--- src/rtl/rshift_fastshift_ctrl.sv ---
// Fastshift sequencer: left-aligns a short frame in the receive shift register by
// strobing zero-shifts at clock/2 once the MAC FSM has stopped normal shifting.
module rshift_fastshift_ctrl #(
    parameter int unsigned DATA_BITS = 64
) (
    input  logic       clock,
    input  logic       reset,
    input  logic       start,
    input  logic [3:0] dlc,
    input  logic       abort,
    output logic       directshift,
    output logic       setzero,
    output logic       busy,
    output logic       done,
    output logic [6:0] remaining
);

    typedef enum logic [2:0] {
        S_IDLE,
        S_SHIFT_HI,
        S_SHIFT_LO,
        S_SETTLE,
        S_DONE
    } state_e;

    localparam logic [3:0] MAX_BYTES = 4'(DATA_BITS / 8);

    state_e     state_q, state_d;
    logic       directshift_q, directshift_d;
    logic       setzero_q, setzero_d;
    logic       busy_q, busy_d;
    logic       done_q, done_d;
    logic [6:0] remaining_q, remaining_d;

    logic [3:0] dlc_sat;
    logic [6:0] shift_count;

    // Saturate at the field size so narrower fields never yield a negative count.
    always_comb begin
        dlc_sat     = (dlc > MAX_BYTES) ? MAX_BYTES : dlc;
        shift_count = 7'(DATA_BITS) - {dlc_sat, 3'b000};
    end

    always_ff @(posedge clock or negedge reset) begin
        if (!reset) begin
            state_q       <= S_IDLE;
            directshift_q <= 1'b0;
            setzero_q     <= 1'b1;
            busy_q        <= 1'b0;
            done_q        <= 1'b0;
            remaining_q   <= '0;
        end else begin
            state_q       <= state_d;
            directshift_q <= directshift_d;
            setzero_q     <= setzero_d;
            busy_q        <= busy_d;
            done_q        <= done_d;
            remaining_q   <= remaining_d;
        end
    end

    always_comb begin
        state_d     = state_q;
        remaining_d = remaining_q;
        case (state_q)
            S_IDLE: begin
                if (start && !abort) begin
                    remaining_d = shift_count;
                    state_d     = (shift_count == '0) ? S_DONE : S_SHIFT_HI;
                end
            end
            S_SHIFT_HI: begin
                state_d     = S_SHIFT_LO;
                remaining_d = remaining_q - 7'd1;
            end
            S_SHIFT_LO: state_d = (remaining_q != '0) ? S_SHIFT_HI : S_SETTLE;
            S_SETTLE:   state_d = S_DONE;
            S_DONE:     state_d = S_IDLE;
            default:    state_d = S_IDLE;
        endcase
        if (abort && state_q != S_IDLE) begin
            state_d     = S_IDLE;
            remaining_d = '0;
        end
    end

    // Outputs are decoded from the next state so the registered values line up
    // with the state occupied during the following cycle.
    always_comb begin
        directshift_d = 1'b0;
        setzero_d     = 1'b1;
        busy_d        = 1'b1;
        done_d        = 1'b0;
        case (state_d)
            S_IDLE:     busy_d = 1'b0;
            S_SHIFT_HI: begin
                directshift_d = 1'b1;
                setzero_d     = 1'b0;
            end
            S_SHIFT_LO: setzero_d = 1'b0;
            S_SETTLE:   setzero_d = 1'b0;
            S_DONE:     done_d = 1'b1;
            default:    busy_d = 1'b0;
        endcase
    end

    assign directshift = directshift_q;
    assign setzero     = setzero_q;
    assign busy        = busy_q;
    assign done        = done_q;
    assign remaining   = remaining_q;

endmodule
--- config.mk ---
export PLATFORM = sky130hd
export DESIGN_NAME = rshift_fastshift_ctrl
export DESIGN_NICKNAME = d
export VERILOG_FILES = /design/src/rtl/rshift_fastshift_ctrl.sv
export SDC_FILE = /design/constraint.sdc
export NUM_CORES = 1
export LEC_CHECK = 0
export ABC_AREA = 1
export CORE_MARGIN = 2
export CORE_UTILIZATION = 40
export DETAILED_ROUTE_END_ITERATION = 10
export PLACE_DENSITY_LB_ADDON = 0.3
export RECOVER_POWER = 50
export SLEW_MARGIN = 15
export SYNTH_ARGS = -nofsm -noshare
export SYNTH_HDL_FRONTEND = slang
export SYNTH_SLANG_ARGS = --single-unit
--- constraint.sdc ---
create_clock -name clock -period 1.1 [get_ports clock]
set_input_delay 0.22 -clock clock [delete_from_list [all_inputs] [get_ports clock]]
set_output_delay 0.22 -clock clock [all_outputs]
set_load 0.01 [all_outputs]
# After elaboration in Yosys (flattened, before gate mapping)
# Index checks and enable logic that the tools add are counted.
totals:
  regBits: 14
  out_inout_bits: 11
op_classes:
  addsub: 2
  order_cmp: 1
  eq_ne: 8
  n_mux: 13
  reduce_logical: 11
ops:
  columns: ["op", "count"]
  rows:
  - ["$mux W7", 2]
  - ["$pmux W7 S2", 1]
  - ["$eq A3 B2 Y1 const B", 4]
  - ["$pmux W3 S4", 1]
  - ["$mux W3", 3]
  - ["$logic_not A7 Y1", 1]
  - ["$reduce_bool A7 Y1", 1]
  - ["$sub A7 B1 Y7 const B", 1]
  - ["$sub A7 B7 Y7 const A", 1]
  - ["$eq A3 B1 Y1 const B", 2]
  - ["$reduce_bool A3 Y1", 2]
  - ["$gt A4 B4 Y1 const B", 1]
  - ["$mux W1", 4]
  - ["$mux W4", 1]
  - ["$reduce_or A4 Y1", 1]
  - ["$eq A3 B3 Y1 const B", 1]
  - ["$logic_not A3 Y1", 1]
  - ["$ne A3 B3 Y1 const B", 1]
  - ["$reduce_or A3 Y1", 1]
  - ["$logic_and A1 B1 Y1", 2]
  - ["$mux W2", 1]
  - ["$reduce_and A2 Y1", 1]
  - ["$logic_not A1 Y1", 1]

# Depth between registers and ports, before layout
# Gate-level depths: netlist (run 1).
logic_depth:
  word_depth: 11
  ltp_mapped: 13
  depth_no_buf: 13

# Worst setup path after synthesis (run 1)
# OpenSTA, ideal clock, no wires.
synth_timing:
  path_type: "reg2reg"
  from: "reg remaining_q[0], in the netlist remaining[0]"
  to: "reg state_q[1]"
  setup_ns: 0.119
  t_arrival_ns: 1.104
  setup_slack_ns: -0.123
  stages_incl_launch_ff: 8
  path_buffers: 0
  synth_period_minus_slack_ns: 1.223
  cell_sequence: "dfrtp_1 > inv_1 > ha_1 > nand2_1 > inv_2 > nand2_1 > o21ai_1 > and2_1"
synth_via:
  elab_chain_len: 4
synth_rtl:
  columns: ["element", "line_no", "rtl"]
  rows:
  - ["from (decl)", "33", "logic [6:0] remaining_q, remaining_d;"]
  - ["from (signal assigned)", "58", "remaining_q <= remaining_d;"]
  - ["$reduce_bool A7 Y1", "76", "S_SHIFT_LO: state_d = (remaining_q != '0) ? S_SHIFT_HI : S_SETTLE;"]
  - ["$mux W2", "76", null]
  - ["$pmux W3 S4", "65", "case (state_q)"]
  - ["$mux W3", "81", "if (abort && state_q != S_IDLE) begin"]
  - ["via state_d[1]", "28", "state_e state_q, state_d;"]
  - ["to (signal assigned)", "53", "state_q <= state_d;"]
  - ["to (decl)", "28", null]
# The timed path passes the listed nets, and every way through them passes these cells.
# A chain may end at the register's enable or synchronous reset.

# Worst setup path in the final report (run 1)
layout_timing:
  from: "reg state_q[2]"
  to: "reg remaining_q[3], in the netlist remaining[3]"
layout_via:
  elab_chain_len: 4
layout_rtl:
  columns: ["element", "line_no"]
  rows:
  - ["$reduce_bool A3 Y1", "81"]
  - ["$logic_and A1 B1 Y1", "81"]
  - ["$ne A3 B3 Y1 (no line) / $reduce_bool A3 Y1 (equally long branches)", null]
  - ["$reduce_and A2 Y1 (no line)", null]
# Several ways; a longest one is shown, not always the timed one.

==> impl_metrics.env, run 1 <==
export IMPL_status="complete, but fails checks"
export IMPL_failed_checks="setup timing"
export IMPL_worstMarginPinSlew_ns=0.360
export IMPL_end_kind="register"
export IMPL_finalSetupViolCount=15
export IMPL_arrival_ns=1.47
export IMPL_die_h_um=49.4
export IMPL_clock_path_buffers=2
export IMPL_layout_commonest_cell="buf_4"
export IMPL_critical_path_cell_chain="nor2_4 > nand2_4 > nor2_4 > inv_1 > nand2_4 > nand3_1 > nand2_1"
export IMPL_grt_pass1_wl_mm=3.68
export IMPL_postLayoutCoreUtil_pct=70.0
export IMPL_clock_sinks=14
export IMPL_ctsHoldBuffers=0
export IMPL_drive_gt1_share_pct=52.1
export IMPL_chipWidth_um=49.4
export IMPL_setup_slack_ns=-0.142
export IMPL_coreArea_um2=1960
export IMPL_slowest_delay_ns=0.41
export IMPL_synthCells=115
export IMPL_layout_nets=176
export IMPL_place_inst=181
export IMPL_drv_cap=0
export IMPL_drc=0
export IMPL_crit_required_ns=1.33
export IMPL_area_growth_pct=66.4
export IMPL_critPathLaunchType="register"
export IMPL_place_hpwl_mm=1.50
export IMPL_ys_top_cells_by_area="dfrtp_1 39%, nand2_1 14%, nand3_1 7.3%, nor2_1 6.8%, inv_1 5.9%"
export IMPL_grt_use_total_pct=19.6
export IMPL_detail_route_first_pass_iterations=4
export IMPL_clk_pin_slew_ns=0.09
export IMPL_synth_top_cell_by_area="dfrtp_1"
export IMPL_p_leak_nw=0.739
export IMPL_clk_latency_ns=0.29
export IMPL_grt_pass1_vias=839
export IMPL_die_area_um2=2440
export IMPL_final_cell_mix="26 x buf_4, 25 x nand2_1, 12 x dfrtp_1"
export IMPL_timing_final_crit_period_ns=1.24
export IMPL_num_io_pins=19
export IMPL_cts_tree="done"
export IMPL_port_buffers=18
export IMPL_drtAntennaViolNets=0
export IMPL_hold_class="in -> async"
export IMPL_syn_nets=125
export IMPL_layout_cells_non_filler=192
export IMPL_rows=16
export IMPL_grt_antenna_before_repair=0
export IMPL_routed_wl_mm=2.24
export IMPL_slew_headroom_pct=76.0
export IMPL_syn_mean_instance_area_um2=7.18
export IMPL_grt_setup_unrepaired="yes"
export IMPL_ys_types=21
export IMPL_vias=914
export IMPL_syn_area_um2=826
export IMPL_drt_vias_per_instance=4.76
export IMPL_grt_max_degree=15
export IMPL_drt_initial_drc_count=9
export IMPL_critical_path_top_delay_family="simple AND/OR/NAND/NOR gates"
export IMPL_ys_ff_latch=14
export IMPL_root_buffer="clkbuf_4"
export IMPL_start_util_pct=42.1
export IMPL_fmax_mhz=805
export IMPL_insertedDiodeCount=0
export IMPL_cts_made_buffers=3
export IMPL_critPathSlowestCell="dfrtp_1"
export IMPL_path_depth=7
export IMPL_rr_worst_depth=7
export IMPL_post_route_period_util_pct=113
export IMPL_wl_per_cell_um=11.7
export IMPL_critPathMaxFanout=4
export IMPL_slew_violations=0
export IMPL_p_per_area_nw_per_um2=2480
export IMPL_irDropWorstVdd_v=0.00165
export IMPL_cts_htree_levels=1
export IMPL_globalplace_congestion=0.838
export IMPL_setup_worst_path_class="reg -> reg"
export IMPL_worst_clock_skew_ns=0.00485
export IMPL_synth_top_area_share_pct=39.4
export IMPL_grt_ovfl_total=0
export IMPL_seq_area_frac_synth_pct=42.6
export IMPL_path_buf_inv=1
export IMPL_yosys_warnings=0
export IMPL_finalHoldViolCount=0
==> timing repair <==
item / CTS / global route
pin swaps: 4 / 8
endpoints found under the setup margin: 25 / 17
buffers inserted: 4 / 3
resized for setup: 64 / 15
==> cells by family (layout without fill, tap and decap cells) <==
logic type      count (synthesis)  after routing  share of synthesized area [%]
compound gates                  8              8                           6.06
fa+ha+maj                       2              2                           3.03
buf+inv                        21             71                           9.55
xor+xnor                        1              1                           1.06
flops                          14             14                           42.6
simple gates                   69             69                           37.7
==> cells in the mapped netlist <==
master,count
dfstp_2,1
inv_2,8
dfrtp_1,13
inv_1,13
xnor2_1,1
nor2_2,1
o22ai_1,2
o21ai_1,3
nor2_4,2
ha_1,2
o21ai_0,1
nand2_1,31
a21oi_1,1
and2_1,1
or2_0,1
nand2_2,4
nor3_1,1
nand3_1,12
nand3b_1,1
o22ai_2,1
nor2_1,15
==> where the power goes <==
part	total, mW	leakage, nW	internal, mW	switching (mW)
clock	0.381	0.0210	0.202	0.179
sequential	0.842	0.183	0.713	0.130
combinational	2.18	0.535	1.01	1.17
total	3.40	0.739	1.92	1.48
==> area by class of cell <==
class                      count  area, µm²
fill                         168        588
multi-input combinational     80        526
sequential                    14        353
timing repair buffer          46        344
inverter                      21       81.3
clock buffer                   4       36.3
tap                           27       33.8
==> registers in the layout (all words and copies together), names as in the netlist <==
| register | flops |
|---|---|
| state_q | 3 |
| directshift | 1 |
| done | 1 |
| setzero | 1 |
| busy | 1 |
| remaining | 7 |
==> per-stage QoR <==
step / total power [mW] / worst slack (ns) / cell area, µm² / TNS (ns) / hold WS (ns)
2_1_floorplan: 1.88 / -0.0376 / 868 / -0.0654 / -0.0756
3_3_place_gp: 2.66 / -0.641 / 1240 / -6.59 / 0.545
3_5_place_dp: 2.68 / -0.697 / 1240 / -7.08 / 0.555
4_1_cts: 3.18 / -0.116 / 1310 / -1.03 / 0.244
5_1_grt: 3.67 / -0.239 / 1370 / -2.92 / 0.406
6_report: 3.40 / -0.142 / 1370 / -1.50 / 0.360
==> worst paths after layout <==
kind	slack, ns	start	endpoint
max	-0.14	state_q[2]	remaining[3]
min	0.36	reset	remaining[1]
max reg2reg	-0.14	state_q[2]	remaining[3]
min reg2reg	0.62	remaining[0]	remaining[0]
max in group asynchronous	0.43	reset	setzero
min in group clock	0.60	dlc[2]	done
==> worst register-to-register path, stage by stage (launching register included) <==
cell and delay [ns]:
dfrtp_1 0.41, nor2_4 0.19, nand2_4 0.09, nor2_4 0.16, inv_1 0.09, nand2_4 0.07, nand3_1 0.08, nand2_1 0.07
==> metal layers <==
layer  track usage, %  share of wire (%)
met1             24.5                 42
met2             33.1                 53
met3             3.07                3.5
met4             8.80                1.8
met5                0                  0
Note: power is estimated with default switching activity, not from simulation.
==> inputs of run 2 (changes only) <==
--- a/config.mk
+++ b/config.mk
@@ -8,9 +8,11 @@
 export ABC_AREA = 1
 export CORE_MARGIN = 2
 export CORE_UTILIZATION = 40
+export CTS_CLUSTER_SIZE = 25
 export DETAILED_ROUTE_END_ITERATION = 10
 export PLACE_DENSITY_LB_ADDON = 0.3
 export RECOVER_POWER = 50
+export SETUP_SLACK_MARGIN = 0.02
 export SLEW_MARGIN = 15
 export SYNTH_ARGS = -nofsm -noshare
 export SYNTH_HDL_FRONTEND = slang
==> impl_metrics.env, run 2 (same netlist as run 1, synthesis figures left out) <==
export IMPL_status="complete, but fails checks"
export IMPL_failed_checks="setup timing"
export IMPL_vias=961
export IMPL_timing_final_crit_period_ns=1.23
export IMPL_clock_path_buffers=2
export IMPL_nFillCells=147
export IMPL_clk_pin_slew_ns=0.09
export IMPL_grt_ovfl_total=0
export IMPL_r2r_end="state_q[1]"
export IMPL_worstMarginPinSlew_ns=0.365
export IMPL_grt_pass1_vias=997
export IMPL_drv_cap=0
export IMPL_critPathMaxFanout=4
export IMPL_power_switching_share_pct=43.6
export IMPL_rows=16
export IMPL_post_route_period_util_pct=112
export IMPL_start_util_pct=42.1
export IMPL_grt_antenna_before_repair=0
export IMPL_routed_wl_mm=2.74
export IMPL_num_io_pins=19
export IMPL_crit_required_ns=1.33
export IMPL_drt_vias_per_instance=4.85
export IMPL_layout_commonest_cell="buf_4"
export IMPL_p_per_area_nw_per_um2=2620
export IMPL_cts_htree_levels=1
export IMPL_finalSetupViolCount=17
export IMPL_grt_setup_unrepaired="yes"
export IMPL_worst_clock_skew_ns=0.00625
export IMPL_p_sw_mw=1.71
export IMPL_p_seq_share_pct=21.9
export IMPL_arrival_ns=1.46
export IMPL_drc=0
export IMPL_insertedDiodeCount=0
export IMPL_irDropWorstVdd_v=0.00177
export IMPL_clock_sinks=14
export IMPL_layout_nets=182
export IMPL_ctsHoldBuffers=0
export IMPL_grt_use_total_pct=24.8
export IMPL_r2r_start="remaining[0]"
export IMPL_finalHoldViolCount=0
export IMPL_clkPwrFrac_pct=9.7
export IMPL_fmax_mhz=811
export IMPL_reg2reg_slack_ns=-0.13
export IMPL_grt_pass1_wl_mm=4.63
export IMPL_wl_per_cell_um=13.8
export IMPL_setup_slack_ns=-0.134
export IMPL_slew_violations=0
export IMPL_root_buffer="clkbuf_4"
export IMPL_rr_worst_depth=7
export IMPL_end_kind="register"
export IMPL_drt_initial_drc_count=22
export IMPL_drtAntennaViolNets=0
export IMPL_largest_register_ffs=7
export IMPL_drive_gt1_share_pct=59.1
export IMPL_p_leak_nw=0.789
export IMPL_place_hpwl_mm=1.60
export IMPL_p_comb_share_pct=68.4
export IMPL_setup_worst_path_class="reg -> reg"
export IMPL_chipWidth_um=49.4
export IMPL_final_cell_mix="25 x buf_4, 24 x nand2_1, 12 x inv_2, 12 x dfrtp_1, 11 x buf_6"
export IMPL_p_total_mw=3.93
export IMPL_port_buffers=18
export IMPL_critPathLaunchType="register"
export IMPL_coreArea_um2=1960
export IMPL_hold_class="in -> async"
export IMPL_setup_worst_path_end="state_q[1]"
export IMPL_cts_made_buffers=3
export IMPL_clk_latency_ns=0.29
export IMPL_detail_route_first_pass_iterations=4
export IMPL_timing_hold_ws_ns=0.355
export IMPL_slew_headroom_pct=75.7
export IMPL_die_h_um=49.4
export IMPL_area_growth_pct=81.2
export IMPL_startpoint="remaining[0]"
export IMPL_grt_max_degree=15
export IMPL_globalplace_congestion=0.846
export IMPL_die_area_um2=2440
export IMPL_p_int_mw=2.21
export IMPL_cts_tree="done"
## run 2: cell count changes in the layout (fill, tap and decap cells not counted), moves of 2 or more
cell and delta:
nand3_2 +2, o22ai_2 +2, clkbuf_2 +2, clkdlybuf4s15_2 -2
buf_2 -2, nand3_1 -2, buf_6 +9, o22ai_1 -2
## run 2: stage by stage
stage	setup WS [ns]	cell area [µm²]	setup TNS [ns]	std cells	utilization, %
detailed placement	-0.690	1240	-7.01	181	63.2
finish	-0.134	1500	-1.40	198	76.3
global placement	-0.654	1240	-6.58	181	63.2
global route	-0.225	1500	-2.71	198	76.3
floorplan	-0.0376	868	-0.0803	115	-
CTS	-0.104	1450	-1.03	197	73.7
## run 2: area by class of cell
type / instances / area (µm²) / area share (%)
sequential: 14 / 353 / 23.6
multi-input combinational: 80 / 578 / 38.6
timing repair buffer: 52 / 414 / 27.7
clock buffer: 4 / 36.3 / 2.42
tap: 27 / 33.8 / 2.26
inverter: 21 / 81.3 / 5.43
## run 2: critical path: stages (launching register included)
cell and delay [ns]:
dfrtp_2 0.45, inv_2 0.08, ha_4 0.16, nand2_4 0.05, inv_2 0.05, nand2_2 0.07, o21ai_2 0.18, and2_1 0.14
## run 2: timing repair
| item | CTS | global route |
|---|---|---|
| gates resized for setup | 85 | 14 |
| setup buffers | 12 | 1 |
| pin swaps | 14 | 13 |
| endpoints found under the hold margin | 0 | 0 |
| endpoints found under the setup margin | 25 | 20 |
## run 2: power groups by stage
stage / Sequential (mW) / Combinational [mW] / Clock (mW)
3_3_place_gp: 0.848 / 1.81 / 0
5_1_grt: 0.879 / 2.92 / 0.406
6_report: 0.860 / 2.69 / 0.381
3_5_place_dp: 0.859 / 1.86 / 0
2_1_floorplan: 0.952 / 0.927 / 0
4_1_cts: 0.843 / 2.42 / 0.386
## run 2: layer usage
metal	vias to the layer above	part of all wire, %	global-route usage [%]
met5	-	0	0
met4	0	2.7	11.6
met3	9	2.3	3.07
met2	21	51	43.0
met1	460	44	30.4
li1	471	-	-
## run 2: worst min path at each step
stage / from / end / slack [ns] / depth (start not counted)
finish: reset / remaining[3] / 0.36 / 2
global route: reset / directshift / 0.38 / 2
CTS: reset / state_q[0] / 0.23 / 2
detailed placement: reset / directshift / 0.55 / 2
global placement: reset / done / 0.54 / 2
floorplan: reset / busy / -0.08 / 0
==> inputs of run 3 (changes only) <==
--- a/config.mk
+++ b/config.mk
@@ -6,6 +6,7 @@
 export NUM_CORES = 1
 export LEC_CHECK = 0
 export ABC_AREA = 1
+export CAP_MARGIN = 20
 export CORE_MARGIN = 2
 export CORE_UTILIZATION = 40
 export CTS_CLUSTER_SIZE = 25
==> constraint.sdc (replaced) <==
create_clock -name clock -period 1.2 [get_ports clock]
set_input_delay 0.24 -clock clock [delete_from_list [all_inputs] [get_ports clock]]
set_output_delay 0.24 -clock clock [all_outputs]
set_load 0.01 [all_outputs]
==> impl_metrics.env, run 3 (same netlist as run 1, synthesis figures left out) <==
export IMPL_worstMarginPinSlew_ns=0.771
export IMPL_finalHoldViolCount=0
export IMPL_port_buffers=18
export IMPL_hold_path_endpoint="remaining[6]"
export IMPL_arrival_ns=1.43
export IMPL_reg2reg_slack_ns=-0.02
export IMPL_critPathLaunchType="register"
export IMPL_placed_area_um2=1170
export IMPL_slew_violations=0
export IMPL_die_h_um=49.4
export IMPL_fmax_mhz=819
export IMPL_die_area_um2=2440
export IMPL_grt_ovfl_total=0
export IMPL_drv_cap=0
export IMPL_postLayoutCoreUtil_pct=70.9
export IMPL_place_inst=175
export IMPL_p_per_area_nw_per_um2=2340
export IMPL_place_hpwl_mm=1.48
export IMPL_post_place_ws_ns=-0.598
export IMPL_drt_vias_per_instance=4.59
export IMPL_met2_usage_pct=35.1
export IMPL_globalplace_congestion=0.862
export IMPL_num_io_pins=19
export IMPL_final_cell_mix="26 x nand2_1, 23 x buf_4, 13 x dfrtp_1"
export IMPL_largest_register_ffs=7
export IMPL_crit_required_ns=1.41
export IMPL_grt_busiest_layer="met2"
export IMPL_use_met1_pct=23.9
export IMPL_hold_class="in -> reg"
export IMPL_area_growth_pct=68.5
export IMPL_cts_tree="done"
export IMPL_clk_latency_ns=0.28
export IMPL_r2r_end="directshift"
export IMPL_detail_route_first_pass_iterations=5
export IMPL_vias=877
export IMPL_irDropWorstVdd_v=0.00128
export IMPL_final_cell_area_um2=1390
export IMPL_grt_pass1_wl_mm=3.62
export IMPL_ctsHoldBuffers=0
export IMPL_clk_pin_slew_ns=0.09
export IMPL_end_kind="register"
export IMPL_p_leak_nw=0.738
export IMPL_routed_wl_mm=2.25
export IMPL_grt_max_degree=15
export IMPL_wl_per_cell_um=11.8
export IMPL_coreArea_um2=1960
export IMPL_chipWidth_um=49.4
export IMPL_drtAntennaViolNets=0
export IMPL_grt_antenna_before_repair=0
export IMPL_setup_slack_ns=-0.0214
export IMPL_status="complete, but fails checks"
export IMPL_grt_use_total_pct=19.2
export IMPL_p_total_mw=3.26
export IMPL_rr_worst_depth=7
export IMPL_drt_initial_drc_count=6
export IMPL_clock_path_buffers=2
export IMPL_rows=16
export IMPL_layout_commonest_cell="nand2_1"
export IMPL_drc=0
export IMPL_start_util_pct=42.1
export IMPL_post_route_period_util_pct=102
export IMPL_slew_headroom_pct=48.6
export IMPL_grt_setup_unrepaired="yes"
export IMPL_critPathMaxFanout=4
export IMPL_hp_start="dlc[1]"
export IMPL_use_met3_pct=1.84
export IMPL_insertedDiodeCount=0
export IMPL_worst_clock_skew_ns=0.00865
export IMPL_root_buffer="clkbuf_4"
export IMPL_drive_gt1_share_pct=52.4
export IMPL_layout_nets=175
export IMPL_timing_final_crit_period_ns=1.22
export IMPL_hold_depth=6
export IMPL_cts_htree_levels=1
export IMPL_layout_cells_non_filler=191
export IMPL_finalSetupViolCount=3
export IMPL_grt_pass1_vias=867
export IMPL_cts_made_buffers=3
export IMPL_clock_sinks=14
export IMPL_r2r_start="state_q[1]"
export IMPL_setup_worst_path_class="reg -> reg"
export IMPL_failed_checks="setup timing"
## run 3: report_power, final
| part | total, mW | leakage, nW | internal, mW | switching (mW) |
|---|---|---|---|---|
| sequential | 0.773 | 0.185 | 0.651 | 0.122 |
| clock | 0.342 | 0.0210 | 0.184 | 0.157 |
| combinational | 2.15 | 0.532 | 0.998 | 1.15 |
| total | 3.26 | 0.738 | 1.83 | 1.43 |
## run 3: repair_timing
| item | 4_1_cts | 5_1_grt |
|---|---|---|
| gates resized for setup | 61 | 21 |
| cloned | 0 | 0 |
| pin swaps | 16 | 16 |
| endpoints found under the setup margin | 23 | 22 |
| setup buffers | 10 | 2 |
## run 3: critical path, cell delays in order, from the launching register on
cell and delay, ns:
dfrtp_1 0.42, nor2_4 0.19, nand2_4 0.10, nor2_4 0.13, nand2_1 0.07, nand2_1 0.08
nand2_2 0.09, nor2_2 0.09
## run 3: area by class of cell
class	instances	area, µm²
clock buffers	4	36.3
flip-flops and latches	14	352
fillers	162	571
well taps	27	33.8
multi-input cells	80	544
inverters	21	81.3
repair buffers	45	344
## run 3: stage by stage
stage          TNS (ns)  hold slack [ns]
2_1_floorplan  -0.00724          -0.0556
3_3_place_gp      -5.18            0.534
3_5_place_dp      -5.65            0.537
4_1_cts         -0.0241            0.257
5_1_grt           -1.01            0.456
6_report        -0.0598            0.427
## run 3: worst max path at each step
stage | startpoint | cells past startpoint | to | slack (ns)
final | state_q[1] | 7 | directshift | -0.02
after global routing | state_q[1] | 7 | directshift | -0.11
after CTS | state_q[2] | 7 | directshift | -0.02
after detailed placement | dlc[1] | 13 | busy | -0.60
after global placement | dlc[0] | 14 | setzero | -0.54
after floorplan | dlc[0] | 8 | remaining[4] | -0.007
## run 3: per-layer routing
layer	vias to the layer above	part of all wire [%]	wire [µm]
met5	-	0	0
met4	0	0.58	13
met1	406	44	1000
met2	15	53	1180
met3	2	2.4	53
li1	454	-	-
